## src/rtl/imem_program_loader.sv

```systemverilog
// Program loader: framed byte stream -> 32-bit big-endian words written into instruction memory.
// Latency: a word's write strobe is registered and appears one cycle after its fourth byte; done follows the checksum byte by one cycle.
// Backpressure: byte_ready depends only on state (one byte per cycle while loading) and is low outside LEN_HI/LEN_LO/DATA/CHECK.
module imem_program_loader #(
  parameter int ADDR_WIDTH = 8
) (
  input  logic                  CLK,
  input  logic                  RESET,
  input  logic                  start,
  input  logic [7:0]            byte_in,
  input  logic                  byte_valid,
  output logic                  byte_ready,
  output logic                  imem_we,
  output logic [ADDR_WIDTH-1:0] imem_addr,
  output logic [31:0]           imem_wdata,
  output logic                  cpu_reset,
  output logic                  done,
  output logic                  error
);

  localparam logic [2:0] S_IDLE   = 3'd0;
  localparam logic [2:0] S_LEN_HI = 3'd1;
  localparam logic [2:0] S_LEN_LO = 3'd2;
  localparam logic [2:0] S_DATA   = 3'd3;
  localparam logic [2:0] S_CHECK  = 3'd4;
  localparam logic [2:0] S_DONE   = 3'd5;
  localparam logic [2:0] S_ERROR  = 3'd6;

  // Largest legal word count: exactly fills the memory.
  localparam logic [16:0] MAX_WORDS = 17'd1 << ADDR_WIDTH;

  logic [2:0]            state_q, state_d;
  logic [15:0]           len_q, len_d;
  logic [ADDR_WIDTH:0]   word_addr_q, word_addr_d;  // one extra bit so a full memory does not wrap
  logic [1:0]            byte_cnt_q, byte_cnt_d;
  logic [23:0]           shift_q, shift_d;          // first three bytes of the word in flight
  logic [7:0]            xor_q, xor_d;
  logic                  we_q, we_d;
  logic [ADDR_WIDTH-1:0] addr_q, addr_d;
  logic [31:0]           wdata_q, wdata_d;

  logic        xfer;
  logic [16:0] len_lo_n;
  logic [16:0] words_next;

  assign byte_ready = (state_q == S_LEN_HI) || (state_q == S_LEN_LO) ||
                      (state_q == S_DATA)   || (state_q == S_CHECK);
  assign xfer       = byte_valid & byte_ready;
  assign len_lo_n   = {1'b0, len_q[15:8], byte_in};
  assign words_next = 17'(word_addr_q) + 17'd1;

  assign imem_we    = we_q;
  assign imem_addr  = addr_q;
  assign imem_wdata = wdata_q;
  assign done       = (state_q == S_DONE);
  assign error      = (state_q == S_ERROR);
  assign cpu_reset  = (state_q != S_DONE);

  // Next-state logic: frame parsing, word assembly, running checksum and write generation.
  always_comb begin
    state_d     = state_q;
    len_d       = len_q;
    word_addr_d = word_addr_q;
    byte_cnt_d  = byte_cnt_q;
    shift_d     = shift_q;
    xor_d       = xor_q;
    we_d        = 1'b0;
    addr_d      = addr_q;
    wdata_d     = wdata_q;

    case (state_q)
      S_IDLE, S_DONE, S_ERROR: begin
        if (start) begin
          state_d     = S_LEN_HI;
          word_addr_d = '0;
          byte_cnt_d  = '0;
          xor_d       = '0;
        end
      end
      S_LEN_HI: begin
        if (xfer) begin
          len_d[15:8] = byte_in;
          state_d     = S_LEN_LO;
        end
      end
      S_LEN_LO: begin
        if (xfer) begin
          len_d[7:0] = byte_in;
          if (len_lo_n == 17'd0)          state_d = S_CHECK;
          else if (len_lo_n > MAX_WORDS)  state_d = S_ERROR;
          else                            state_d = S_DATA;
        end
      end
      S_DATA: begin
        if (xfer) begin
          xor_d      = xor_q ^ byte_in;
          shift_d    = {shift_q[15:0], byte_in};
          byte_cnt_d = byte_cnt_q + 2'd1;
          if (byte_cnt_q == 2'd3) begin
            we_d        = 1'b1;
            addr_d      = word_addr_q[ADDR_WIDTH-1:0];
            wdata_d     = {shift_q, byte_in};
            word_addr_d = word_addr_q + 1'b1;
            // Leave DATA on the same edge that registers the final write.
            if (words_next == {1'b0, len_q}) state_d = S_CHECK;
          end
        end
      end
      S_CHECK: begin
        if (xfer) state_d = (byte_in == xor_q) ? S_DONE : S_ERROR;
      end
      default: state_d = S_IDLE;
    endcase
  end

  // State and datapath registers; reset abandons any frame but leaves memory untouched.
  always_ff @(posedge CLK) begin
    if (!RESET) begin
      state_q     <= S_IDLE;
      len_q       <= '0;
      word_addr_q <= '0;
      byte_cnt_q  <= '0;
      shift_q     <= '0;
      xor_q       <= '0;
      we_q        <= 1'b0;
      addr_q      <= '0;
      wdata_q     <= '0;
    end else begin
      state_q     <= state_d;
      len_q       <= len_d;
      word_addr_q <= word_addr_d;
      byte_cnt_q  <= byte_cnt_d;
      shift_q     <= shift_d;
      xor_q       <= xor_d;
      we_q        <= we_d;
      addr_q      <= addr_d;
      wdata_q     <= wdata_d;
    end
  end

endmodule
```

## config.mk

```make
export PLATFORM = sky130hd
export DESIGN_NAME = imem_program_loader
export DESIGN_NICKNAME = d
export VERILOG_FILES = /design/src/rtl/imem_program_loader.sv
export SDC_FILE = /design/constraint.sdc
export NUM_CORES = 1
export LEC_CHECK = 0
export ABC_CLOCK_PERIOD_IN_PS = 5860
export BUFFER_PORTS_ARGS = -buffer_cell sky130_fd_sc_hd__buf_2
export CAP_MARGIN = 20
export CORE_UTILIZATION = 41
export DETAILED_ROUTE_END_ITERATION = 12
export HOLD_SLACK_MARGIN = 0.03
export PLACE_DENSITY = 0.63
export SYNTH_ARGS = -nofsm -noshare
export SYNTH_HDL_FRONTEND = slang
export SYNTH_SLANG_ARGS = --single-unit
```

## constraint.sdc

```tcl
create_clock -name CLK -period 5.86 [get_ports CLK]
set_clock_uncertainty 0.2 [all_clocks]
set_input_delay 1.172 -clock CLK [delete_from_list [all_inputs] [get_ports CLK]]
set_output_delay 1.172 -clock CLK [all_outputs]
set_load 0.03 [all_outputs]
```

==> flow_summary.toml, run 1 <==
[synthesis]
ys_ff_latch = 103
synthesis.nets = 583
synth_ff_type = "dfxtp_1"
yosysUniqueCellTypes = 46
syn_inst = 569
synth-edff-count = 0
syn_area_per_cell_sq_um = 8.22
syn_area_sq_um = 4680
yosysSeqAreaShare_pct = 44.1
synth-async-reset-ratio_pct = 0
yosysWarnings = 0

[cells_and_area]
layoutNonFillerInstCount = 740
num_antenna_cells = 0
post-route-cell-area_sq_um = 5240
fillers = 1099
syn2layout_area_growth_pct = 12.1
utilization_pct = 47.7
nNetsFinal = 609
drive_above_1_share_pct = 14.2

[critical_path]
worstPathRequired_ns = 4.49
critPathCaptureType = "primary output"
critPathKind = "register to primary output"
critPathMaxFanout = 17
arrival_ns = 1.68
worst_setup_path_start_kind = "register"

[hold_path]
hp-class = "register to register"

[die]
coreArea_sq_um = 11000
start_util_pct = 42.6
die_area_sq_um = 11800
num_io_pins = 57
chipWidth_um = 109
die_h_um = 109
rows = 38

[route]
antenna_left = 0
wl_um = 10200
dr_total_vias = 3755
avgViaCountPerCell = 5.07
route.detailed.drc = 0
drt_iter0_drc = 269
wl_per_cell_um = 13.8
dr.pass1.iters = 4

[grt]
grt_overflow = 0
antenna_found_initial = 0
grt_pass1_wl_um = 17000
grt_pass1_vias = 3519
grt_start_max_net_pins = 59
grt_usage_pct = 18.4

[placed_design]
placedCellCount = 724
place.gp.congestion = 0.802
io_buffers = 56
placed_cell_area_sq_um = 4930
hpwl_um = 6830

[sta]
finalCritPeriodShare_pct = 52.1
hold-worst-slack_ns = 0.249
fin_crit_ns = 3.05
rsz0062_at_grt = "false"
fmax_mhz = 328
drv_slew = 0
hold_violations = 0
slew_headroom_pct = 43.9
worst_pin_slew_ns = 0.839
fin_setup_tns_ns = 0
setup_viol = 0

[clock_tree]
postCtsSetupRepairBufs = 0
cts_hold_buf = 0
cts_resized = 0
path_clk_slew_ns = 0.07
clkSinkCount = 103
root_buffer = "clkbuf_16"
clock_latency_ns = 0.34
cts_tree = "done"
cts_buffer_depth = 2
cts_buffers = 9
cts_max_level = 3

[power_and_ir_drop]
pwr_density_cell_nw_per_um2 = 316
peakVddDrop_uv = 153
leakagePower_nw = 1.92

[job]
maxCapViolCount = 0

[status]
status = "complete, no violations"
synthesized netlist by cell type, types with 2 or more instances:
| cell | count | share of area (%) |
|---|---|---|
| a21boi_0 | 35 | 5.6 |
| a21boi_1 | 63 | 10 |
| a21oi_1 | 3 | 0.32 |
| a31oi_1 | 2 | 0.27 |
| and2_1 | 3 | 0.40 |
| and3_1 | 5 | 0.67 |
| buf_1 | 3 | 0.24 |
| buf_2 | 12 | 1.3 |
| buf_4 | 5 | 0.80 |
| buf_6 | 4 | 0.96 |
| clkbuf_1 | 21 | 1.7 |
| dfxtp_1 | 103 | 44 |
| ha_1 | 2 | 0.53 |
| inv_1 | 2 | 0.16 |
| nand2_1 | 174 | 14 |
| nand2b_1 | 2 | 0.27 |
| nand3_1 | 6 | 0.64 |
| nand3b_1 | 13 | 2.1 |
| nand4_1 | 3 | 0.40 |
| nor2_1 | 26 | 2.1 |
| nor2b_1 | 7 | 0.94 |
| nor3_1 | 5 | 0.53 |
| o211ai_1 | 4 | 0.64 |
| o21ai_0 | 19 | 2.0 |
| o31ai_1 | 2 | 0.32 |
| or3_1 | 2 | 0.27 |
| or4_4 | 2 | 0.48 |
| xnor2_1 | 19 | 3.6 |
| xor2_1 | 5 | 0.94 |
final timing paths:
kind / start / endpoint / slack, ns / cells after the start
max: state_q[0] / done / 2.81 / 4
min: imem_wdata[21] / imem_wdata[21] / 0.25 / 2
max reg2reg: state_q[0] / word_addr_q[0] / 2.99 / 8
min reg2reg: imem_wdata[21] / imem_wdata[21] / 0.25 / 2
report_power, final:
| group | switching (mW) | internal (mW) |
|---|---|---|
| clock | 0.279 | 0.342 |
| sequential | 0.0407 | 0.726 |
| combinational | 0.166 | 0.103 |
| total | 0.486 | 1.17 |
kinds of logic (layout without fill, tap and decap cells):
family | count (synthesis) | after routing | share of synthesized area (%)
AO/OA/AOI/OAI | 133 | 133 | 20.6
XOR/XNOR | 25 | 25 | 4.84
adder cells (fa/ha/maj) | 2 | 2 | 0.535
buffers and inverters | 47 | 78 | 5.14
flip-flops | 103 | 103 | 44.1
multiplexers | 1 | 1 | 0.241
AND/OR/NAND/NOR | 258 | 258 | 24.5
layout make-up:
type	count	area [sq um]	share of cell area [%]
multi-input combinational	419	2380	45.3
sequential	103	2060	39.3
timing repair buffer	60	310	5.92
clock buffer	9	225	4.30
tap	140	175	3.34
clock inverter	7	86.3	1.65
inverter	2	7.51	0.143
through the flow:
stage	power (mW)	setup slack (ns)
2_1_floorplan	1.00	2.71
3_3_place_gp	1.05	2.61
3_5_place_dp	1.05	2.57
4_1_cts	1.68	2.81
5_1_grt	1.74	2.68
6_report	1.66	2.81
flip-flops by register name, indices dropped and copies added (netlist names):
| name | count |
|---|---|
| word_addr_q | 9 |
| byte_cnt_q | 2 |
| state_q | 3 |
| len_q | 16 |
| imem_we | 1 |
| imem_addr | 8 |
| imem_wdata | 32 |
| xor_q | 8 |
| shift_q | 24 |
layout by cell type, fill, tap and decap left out, drive strengths merged, types with 7 or more instances in the layout:
cell type,instances
xnor2,19
clkbuf,9
dfxtp,103
a21boi,98
nor2b,7
nand3b,13
inv,7
nand2,174
buf,60
o21ai,19
nor2,28
routing by layer:
| layer | share of wire, % | routed length, um | global-route usage (%) | vias up |
|---|---|---|---|---|
| li1 | - | - | - | 1938 |
| met1 | 50 | 5100 | 24.8 | 1743 |
| met3 | 3.4 | 353 | 4.24 | 11 |
| met5 | 0 | 0 | 0 | - |
| met2 | 46 | 4690 | 29.5 | 63 |
| met4 | 0.92 | 94 | 5.02 | 0 |
worst max-delay path: stages, from the launching register on:
cell     delay, ns
dfxtp_1       0.63
nor2b_1       0.33
nand2_1       0.11
inv_1         0.08
buf_2         0.19
(Power assumes the default switching activity.)
==> run 2, diff against run 1 <==
--- a/config.mk
+++ b/config.mk
@@ -5,7 +5,7 @@
 export SDC_FILE = /design/constraint.sdc
 export NUM_CORES = 1
 export LEC_CHECK = 0
-export ABC_CLOCK_PERIOD_IN_PS = 5860
+export ABC_CLOCK_PERIOD_IN_PS = 3100
 export BUFFER_PORTS_ARGS = -buffer_cell sky130_fd_sc_hd__buf_2
 export CAP_MARGIN = 20
 export CORE_UTILIZATION = 41
==> constraint.sdc (replaced) <==
create_clock -name CLK -period 3.1 [get_ports CLK]
set_clock_uncertainty 0.2 [all_clocks]
set_input_delay 0.62 -clock CLK [delete_from_list [all_inputs] [get_ports CLK]]
set_output_delay 0.62 -clock CLK [all_outputs]
set_load 0.03 [all_outputs]
==> flow_summary.toml, run 2 (synthesis gave the netlist of run 1 again) <==
[critical_path]
worstRegToRegCells = 7
r2r-end = "state_q[0]"
critPathSlowestCell = "dfxtp_1"
rr_startpoint = "word_addr_q[0]"
critPathMaxFanout = 17
cp_cell_sequence = "nor2b_1 > nand2_1 > inv_1 > buf_2"
critPathKind = "register to primary output"
reg2reg_slack_ns = 0.63
arrival_ns = 1.66
slowest_delay_ns = 0.63
worst_setup_path_start_kind = "register"
worstPathRequired_ns = 2.28
critPathCaptureType = "primary output"

[route]
route.detailed.drc = 0
wl_per_cell_um = 13.8
dr_total_vias = 3783
avgViaCountPerCell = 5.10
wl_um = 10200
dr.pass1.iters = 4
drt_iter0_drc = 193
antenna_left = 0

[die]
die_h_um = 109
start_util_pct = 42.6
die_area_sq_um = 11800
num_io_pins = 57
rows = 38
coreArea_sq_um = 11000
chipWidth_um = 109

[hold_path]
hold_end = "imem_wdata[28]"
hp-class = "register to register"
hold_depth = 2
min-delay-start = "imem_wdata[28]"

[sta]
slew_headroom_pct = 43.1
fmax_mhz = 403
fin_crit_ns = 2.48
hold_violations = 0
drv_slew = 0
fin_ws_ns = 0.616
fin_setup_tns_ns = 0
finalCritPeriodShare_pct = 80.1
setup_viol = 0
worst_pin_slew_ns = 0.851
rsz0062_at_grt = "false"

[clock_tree]
cts_resized = 0
cts_buffers = 9
path_clk_slew_ns = 0.06
cts_tree = "done"
cts_hold_buf = 0
root_buffer = "clkbuf_16"
clock_latency_ns = 0.35
clkSinkCount = 103
postCtsSetupRepairBufs = 0
cts_max_level = 3
cts_buffer_depth = 2

[status]
status = "complete, no violations"

[cells_and_area]
post-route-cell-area_sq_um = 5240
drive_above_1_share_pct = 14.5
nNetsFinal = 612
syn2layout_area_growth_pct = 12.0
num_antenna_cells = 0
final_common_cell = "nand2_1"
largest_reg_flops = 32
layoutNonFillerInstCount = 742
layout_common_cells = "nand2_1 (174), dfxtp_1 (103), a21boi_1 (63)"

[placed_design]
hpwl_um = 7140
placedCellCount = 727
place_ws_ns = 0.391
place.gp.congestion = 0.842
placed_cell_area_sq_um = 4970
io_buffers = 56

[grt]
grt_pass1_wl_um = 16700
grt_start_max_net_pins = 43
antenna_found_initial = 0
grt_usage_pct = 18.2
grt_overflow = 0
grt_pass1_vias = 3414

[power_and_ir_drop]
power_mw = 3.01
leakagePower_nw = 1.92
peakVddDrop_uv = 399
pwr_density_cell_nw_per_um2 = 575

[job]
maxCapViolCount = 0
==> run 2: changes by cell type in the layout (fill, tap and decap cells not counted), sizes merged <==
cell      delta
bufinv       -1
inv          -4
clkbuf       +1
clkinv       +2
buf          +3
clkinvlp     +1
==> run 2: worst max-delay path by stage <==
stage / from / end / depth (start not counted)
6_report: state_q[0] / done / 4
5_1_grt: state_q[0] / word_addr_q[0] / 7
4_1_cts: state_q[0] / done / 4
3_5_place_dp: byte_in[4] / state_q[2] / 7
3_3_place_gp: byte_in[4] / state_q[2] / 7
2_1_floorplan: byte_in[1] / state_q[2] / 7
==> run 2: area by class of cell <==
type,instances,area (sq um)
clock buffers,10,239
clock inverters,5,33.8
fillers,1092,5740
inverters,2,7.51
multi-input cells,419,2380
flip-flops and latches,103,2060
well taps,140,175
repair buffers,63,345
==> run 2: worst max-delay path: cells and delay by family, from the launching register on <==
family	cells	cell delay (ns)
DFF	1	0.63
buffers and inverters	2	0.26
and+or+nand+nor	2	0.43
==> run 2: stage by stage <==
stage / util [%] / hold WS [ns]
after floorplan: - / 0.231
after global placement: 45.2 / 0.241
after detailed placement: 45.2 / 0.244
after CTS: 47.7 / 0.253
after global routing: 47.7 / 0.268
final: 47.7 / 0.249
==> run 2: power by group <==
part	switching (mW)	internal (mW)	leakage, nW
clock network	0.490	0.562	0.131
registers	0.0764	1.37	0.831
logic	0.317	0.197	0.957
==> run 2: layer usage <==
metal  GRT usage, %  wire, um  vias to the layer above
li1               -         -                     1936
met1           24.2      4930                     1760
met2           28.6      4730                       77
met3           5.62       474                       10
met4           4.92        63                        0
met5              0         0                        -
==> run 3, diff against run 2 <==
--- a/config.mk
+++ b/config.mk
@@ -5,13 +5,13 @@
 export SDC_FILE = /design/constraint.sdc
 export NUM_CORES = 1
 export LEC_CHECK = 0
-export ABC_CLOCK_PERIOD_IN_PS = 3100
+export ABC_CLOCK_PERIOD_IN_PS = 2100
 export BUFFER_PORTS_ARGS = -buffer_cell sky130_fd_sc_hd__buf_2
 export CAP_MARGIN = 20
 export CORE_UTILIZATION = 41
 export DETAILED_ROUTE_END_ITERATION = 12
 export HOLD_SLACK_MARGIN = 0.03
-export PLACE_DENSITY = 0.63
+export PLACE_DENSITY = 0.65
 export SYNTH_ARGS = -nofsm -noshare
 export SYNTH_HDL_FRONTEND = slang
 export SYNTH_SLANG_ARGS = --single-unit
==> constraint.sdc (replaced) <==
create_clock -name CLK -period 2.1 [get_ports CLK]
set_clock_uncertainty 0.2 [all_clocks]
set_input_delay 0.42 -clock CLK [delete_from_list [all_inputs] [get_ports CLK]]
set_output_delay 0.42 -clock CLK [all_outputs]
set_load 0.03 [all_outputs]
==> flow_summary.toml, run 3 (synthesis gave the netlist of run 1 again) <==
[status]
status = "complete, no violations"

[die]
coreArea_sq_um = 11000
die_h_um = 109
start_util_pct = 42.6
die_area_sq_um = 11800
num_io_pins = 57
chipWidth_um = 109
rows = 38

[placed_design]
io_buffers = 56
hpwl_um = 7020
placedCellCount = 755
place.gp.congestion = 0.861
placed_cell_area_sq_um = 5190
place_ws_ns = -0.321

[critical_path]
critPathKind = "input pin to register"
worstPathRequired_ns = 2.14
worst_setup_path_start_kind = "input pin"
cp_cell_sequence = "buf_2 > or4_4 > nor2_4 > xor2_2 > or4_1 > a32o_1 > and3_1"
slowest_delay_ns = 0.53
critPathMaxFanout = 2
critPathSlowestCell = "or4_4"
critPathCaptureType = "register"
arrival_ns = 2.10

[cells_and_area]
nNetsFinal = 640
num_antenna_cells = 0
layout_common_cells = "nand2_1 (174), dfxtp_1 (98), a21boi_1 (63)"
post-route-cell-area_sq_um = 5520
layoutNonFillerInstCount = 770
syn2layout_area_growth_pct = 18.1
final_common_cell = "nand2_1"
largest_reg_flops = 32
drive_above_1_share_pct = 19.7

[sta]
hold_violations = 0
slew_headroom_pct = 64.7
drv_slew = 0
setup_viol = 0
worst_pin_slew_ns = 0.528
fin_ws_ns = 0.0424
fin_crit_ns = 2.06
finalCritPeriodShare_pct = 98.0
fin_setup_tns_ns = 0
fmax_mhz = 486
rsz0062_at_grt = "false"

[power_and_ir_drop]
power_frac_comb_pct = 18.8
seq_power_share_pct = 45.3
pwr_density_cell_nw_per_um2 = 848
peakVddDrop_uv = 493
switching_share_pct = 27.7
leakagePower_nw = 2.08
p_clk_share_pct = 35.9
power_mw = 4.68
p_int_mw = 3.38
p_sw_mw = 1.30

[route]
antenna_left = 0
dr_total_vias = 3953
route.detailed.drc = 0
avgViaCountPerCell = 5.13
wl_um = 10500
dr.pass1.iters = 4
drt_iter0_drc = 189
wl_per_cell_um = 13.6

[clock_tree]
postCtsSetupRepairBufs = 0
cts_hold_buf = 0
cts_buffer_depth = 2
cts_tree = "done"
clock_latency_ns = 0.34
clkSinkCount = 103
path_clk_slew_ns = 0.07
cts_max_level = 3
cts_buffers = 9
root_buffer = "clkbuf_16"

[hold_path]
hp-class = "register to register"

[grt]
grt_overflow = 0
grt_pass1_wl_um = 17500
grt_usage_pct = 19.0
grt_pass1_vias = 3735
grt_start_max_net_pins = 70
antenna_found_initial = 0

[job]
maxCapViolCount = 0
-- run 3: metrics by stage --
| stage | utilization, % | hold slack (ns) |
|---|---|---|
| after floorplan | - | 0.231 |
| after global placement | 47.2 | 0.240 |
| after detailed placement | 47.2 | 0.242 |
| after CTS | 50.0 | 0.252 |
| after global routing | 50.3 | 0.265 |
| final | 50.3 | 0.249 |
-- run 3: final timing paths --
check | from | to | slack [ns] | cells past startpoint
worst max-delay path | byte_in[3] | state_q[2] | 0.04 | 7
worst min-delay path | imem_wdata[18] | imem_wdata[18] | 0.25 | 2
worst max register to register | word_addr_q[0] | state_q[2] | 0.09 | 8
worst min register to register | imem_wdata[18] | imem_wdata[18] | 0.25 | 2
-- run 3: area by class of cell --
| type | instances | area (sq um) |
|---|---|---|
| fillers | 1071 | 5460 |
| well taps | 140 | 175 |
| clock inverters | 3 | 42.5 |
| clock buffers | 12 | 256 |
| multi-input cells | 419 | 2410 |
| inverters | 2 | 7.51 |
| flip-flops and latches | 103 | 2070 |
| repair buffers | 91 | 568 |
-- run 3: layer usage --
layer / up-vias / track usage (%) / wire (um)
met2: 80 / 31.5 / 5000
met5: - / 0 / 0
met1: 1871 / 24.7 / 4990
li1: 1996 / - / -
met3: 6 / 4.60 / 414
met4: 0 / 5.02 / 76
-- run 3: timing repair --
action                     4_1_cts  5_1_grt
pin swaps                        0        2
gates resized for setup          2       10
setup endpoints to repair        6       23
-- run 3: worst max-delay path, delay by kind of cell --
family	cells	cell delay (ns)
and+or+nand+nor	4	1.26
AOI/OAI and AO/OA	1	0.22
buffers and inverters	1	0.11
xor gates and xnor gates	1	0.08
-- run 3: power by group through the flow --
stage / Clock, mW / Sequential, mW / Combinational [mW]
after CTS: 1.73 / 2.12 / 0.878
after floorplan: 0 / 2.11 / 0.681
final: 1.68 / 2.12 / 0.879
after global placement: 0 / 2.16 / 0.853
after detailed placement: 0 / 2.16 / 0.870
after global routing: 1.81 / 2.14 / 0.973
